<file path="config.mk">
export PLATFORM = sky130hd
export DESIGN_NAME = mux_arbiter
export DESIGN_NICKNAME = d
export VERILOG_FILES = /design/src/rtl/mux_arbiter.sv
export SDC_FILE = /design/constraint.sdc
export NUM_CORES = 1
export LEC_CHECK = 0
export BUFFER_PORTS_ARGS = -buffer_cell sky130_fd_sc_hd__buf_2
export CAP_MARGIN = 20
export CORE_UTILIZATION = 57
export DETAILED_ROUTE_END_ITERATION = 16
export PLACE_DENSITY = 0.88
export REMOVE_ABC_BUFFERS = 1
export SLEW_MARGIN = 30
export SYNTH_ARGS = -nofsm -noshare
export SYNTH_HDL_FRONTEND = slang
export SYNTH_SLANG_ARGS = --single-unit
</file>
<file path="constraint.sdc">
create_clock -name clk -period 5.1 [get_ports clk]
set_input_delay 0.255 -clock clk [delete_from_list [all_inputs] [get_ports clk]]
set_output_delay 0.255 -clock clk [all_outputs]
set_load 0.1 [all_outputs]
</file>
<file path="src/rtl/mux_arbiter.sv">
// Round-robin arbiter owning the select of a shared N-input mux/dmux channel.
// Owners keep the channel while requesting, bounded by MAX_HOLD when others wait.
module mux_arbiter #(
    parameter int N_REQ    = 4,
    parameter int SEL_W    = 2,
    parameter int MAX_HOLD = 8
) (
    input  logic             clk,
    input  logic             rst_n,
    input  logic [N_REQ-1:0] req,
    output logic [N_REQ-1:0] gnt,
    output logic [SEL_W-1:0] sel,
    output logic             busy
);

    localparam int HOLD_W = (MAX_HOLD > 2) ? $clog2(MAX_HOLD) : 1;
    localparam logic [HOLD_W-1:0] HOLD_TOP = (MAX_HOLD > 0) ? HOLD_W'(MAX_HOLD - 1) : '0;
    localparam bit PREEMPT = (MAX_HOLD > 0);

    typedef enum logic {IDLE, GRANT} state_e;

    state_e             state_q;
    logic [SEL_W-1:0]   ptr_q;
    logic [SEL_W-1:0]   sel_q;
    logic [N_REQ-1:0]   gnt_q;
    logic [HOLD_W-1:0]  hold_q;
    logic [HOLD_W-1:0]  hold_d;

    logic [SEL_W-1:0]   owner_next;
    logic [SEL_W-1:0]   base;
    logic [N_REQ-1:0]   cand;
    logic               win_found;
    logic [SEL_W-1:0]   win_idx;
    logic [N_REQ-1:0]   win_oh;
    logic               owner_req;

    function automatic logic [SEL_W-1:0] wrap_add(input logic [SEL_W-1:0] a, input int k);
        int s;
        s = int'(a) + k;
        if (s >= N_REQ) s = s - N_REQ;
        return SEL_W'(s);
    endfunction

    // The owner is masked out so a preempt search can never re-pick it.
    always_comb begin
        owner_next = wrap_add(sel_q, 1);
        base       = (state_q == GRANT) ? owner_next : ptr_q;
        cand       = req & ~gnt_q;
        win_found  = 1'b0;
        win_idx    = '0;
        for (int k = N_REQ - 1; k >= 0; k--) begin
            if (cand[wrap_add(base, k)]) begin
                win_found = 1'b1;
                win_idx   = wrap_add(base, k);
            end
        end
        win_oh    = N_REQ'(1) << win_idx;
        hold_d    = (hold_q == HOLD_TOP) ? hold_q : hold_q + 1'b1;
        owner_req = req[sel_q];
    end

    always_ff @(posedge clk or negedge rst_n) begin
        if (!rst_n) begin
            state_q <= IDLE;
            ptr_q   <= '0;
            sel_q   <= '0;
            gnt_q   <= '0;
            hold_q  <= '0;
        end else begin
            unique case (state_q)
                IDLE: begin
                    if (win_found) begin
                        state_q <= GRANT;
                        gnt_q   <= win_oh;
                        sel_q   <= win_idx;
                        hold_q  <= '0;
                    end
                end
                GRANT: begin
                    if (!owner_req) begin
                        ptr_q  <= owner_next;
                        hold_q <= '0;
                        if (win_found) begin
                            gnt_q <= win_oh;
                            sel_q <= win_idx;
                        end else begin
                            gnt_q   <= '0;
                            state_q <= IDLE;
                        end
                    end else if (PREEMPT && hold_q == HOLD_TOP && win_found) begin
                        ptr_q  <= owner_next;
                        hold_q <= '0;
                        gnt_q  <= win_oh;
                        sel_q  <= win_idx;
                    end else begin
                        hold_q <= hold_d;
                    end
                end
                default: state_q <= IDLE;
            endcase
        end
    end

    assign gnt  = gnt_q;
    assign sel  = sel_q;
    assign busy = |gnt_q;

endmodule

</file>
==> results.txt <==
Cell row count: 12
N_diodes: 0
Critical Path Start Type: flop
Post-synth top area cell: dfrtp_1
Residual DRC: 0
Number of synthesized flops with an enable pin: 0
Initial DRC count: 18
Post-synth ARST share: 100.0%
Crit-path slowest cell: nor3b_1
Clock skew: 0.002858 ns
Most frequent cells in the layout: dfrtp_1 (12), buf_2 (12), o21ai_0 (10)
Critical Path End: gnt[2]$_DFFE_PN0P_
First-pass iteration count of the detailed router: 4
R2R depth: 4
TritonCTS buffer count: 3
Port Buf Inserts: 12
Prevailing post-synth register cell: dfrtp_1
Final worst path period share: 40.23%
Core Area: 0.001171 mm²
NumNets Final: 100
Post-Route WL: 1.736 mm
Vias in the first global route: 639
R2R Setup Slk: 3.05 ns
Highest Clock Rate: 0.4874 GHz
Vias/cell: 6.619
Total die area: 0.001494 mm²
Fraction of the yosys area taken by sequential cells: 39.22%
Yosys cell types: 36
RSZ-0062 raised after global routing: false
CP Launch Point: sel[1]$_DFFE_PN0P_
Starting density of the core: 65.38%
Layout cells sized above 1: 27.47%
GRT overflow: 0
Post-DRT Antenna Nets: 0
Critical R2R Launch: sel[1]$_DFFE_PN0P_
Worst-path clk slew: 0.08 ns
Critical Path End Type: flop
H-tree depth: 1
CTS tree: built
R2R Path End: gnt[2]$_DFFE_PN0P_
Die H: 38.65 µm
Layout area overhead: 14.22%
Clock Path Buffers: 2
Slew Viols, Final: 0
Slew headroom: 59.39%
Fill count: 80
CTS resizes: 0
WS Path Type: reg2reg
Synthesized area: 765.7 µm²
Total number of vias: 695
CTS Sinks: 12
#FFs+latches synth: 12
Outcome: finished clean
Die W: 38.65 µm
Post-synth top area share: 39.22%
Antenna violations before repair: 0
Min Clock Period, post-route: 2.052 ns
CP Data Required Time: 5.27 ns
Final Hold Viols: 0
Clk Latency, worst-skew pair: 0.29 ns
DR WL/cell: 16.53 µm
GRT Total Usage: 29.24%
Worst-Margin Slew: 0.6079 ns
Critical-path cell list: mux4_1 > nor3b_1 > nor2_1 > a32o_1
DP HPWL: 1.295 mm
Avg Inst Size Synth: 10.08 µm²
Setup violations, final: 0
Largest net degree at the start of global routing: 15
Gate Count Post-Synth: 76
Worst-path maximum fanout: 6
Io pins: 13
Max-Cap Viols: 0
Clock root buffer: clkbuf_4
First-pass GRT wire length: 2.884 mm
Yosys warnings: 0
HP Class: in2async
Gpl congestion: 0.8619
CP peak stage delay: 0.55 ns
Worst EP arrival: 2.23 ns
Setup TNS: 0 ns
Main area contributors after synthesis: dfrtp_1 (39%), o21ai_0 (6.5%), a32o_1 (5.2%)
-- final cells by class --
type	instances	area, µm²	share of cell area (%)
Timing Repair Buffer	13	70.07	8.011
Inverter	3	11.26	1.288
Multi-Input combinational cell	59	439.2	50.21
Sequential cell	12	300.3	34.33
Tap cell	14	17.52	2.003
Clock buffer	4	36.28	4.149
-- kinds of logic after synthesis --
logic type / after synthesis / synth area share (%)
xor gates and xnor gates: 1 / 1.144
muxes: 4 / 7.680
AOI/OAI and AO/OA: 25 / 22.55
DFF: 12 / 39.22
adders and majority gates: 2 / 3.267
buffers and inverters: 5 / 3.431
and+or+nand+nor: 27 / 22.71
-- synth_stat cells, drive strengths merged, types with 2 or more instances --
master,n
mux2,2
a21oi,2
o21ai,10
nand2b,3
ha,2
inv,3
or4,2
or2b,3
a22o,2
dfrtp,12
nand2,8
and3,2
a32o,4
and2b,2
nor2b,2
-- state kept, by name, indices dropped and copies added (netlist names) --
name     cells
ptr_q        2
gnt          4
state_q      1
hold_q       3
sel          2
-- repair_timing --
item	CTS	global route
hold buffers	1	0
hold endpoints to repair	12	0
setup buffers	0	0
-- worst max-delay path, delay by kind of cell, from the launching register on --
| family | cells | cell delay (ns) |
|---|---|---|
| AO/OA/AOI/OAI | 1 | 0.31 |
| flip-flops | 1 | 0.42 |
| multiplexers | 1 | 0.44 |
| AND/OR/NAND/NOR | 2 | 0.76 |
-- per-layer routing --
| metal | vias up | share of wire (%) | GRT usage [%] |
|---|---|---|---|
| met3 | 2 | 6.2 | 7.514 |
| met5 | - | 0 | 0 |
| met2 | 31 | 48 | 47.92 |
| li1 | 320 | - | - |
| met4 | 0 | 1.1 | 7.759 |
| met1 | 342 | 44 | 38.11 |
-- per-stage QoR --
| stage | cells | setup WS (ns) | area [µm²] | util (%) | hold WS [ns] |
|---|---|---|---|---|---|
| final | 105 | 3.048 | 874.6 | 74.68 | 0.3666 |
| after global routing | 105 | 2.947 | 874.6 | 74.68 | 0.4053 |
| after CTS | 105 | 3.084 | 874.6 | 74.68 | 0.3802 |
| after detailed placement | 100 | 3.089 | 828.3 | 70.73 | 0.1459 |
| after global placement | 100 | 3.194 | 828.3 | 70.73 | 0.1463 |
| after floorplan | 74 | 2.648 | 750.7 | - | -0.04059 |
-- worst min-delay path by stage --
stage / cells after the start / start / to / slack (ns)
floorplan: 0 / rst_n / gnt[0]$_DFFE_PN0P_ / -0.04
global placement: 1 / rst_n / state_q$_DFF_PN0_ / 0.15
detailed placement: 1 / rst_n / hold_q[1]$_DFFE_PN0P_ / 0.15
CTS: 2 / rst_n / hold_q[1]$_DFFE_PN0P_ / 0.38
global route: 2 / rst_n / hold_q[1]$_DFFE_PN0P_ / 0.41
finish: 2 / rst_n / state_q$_DFF_PN0_ / 0.37
Power is not shown: default switching activity piles up to over one toggle a cycle in this logic, so the estimate is an artifact.
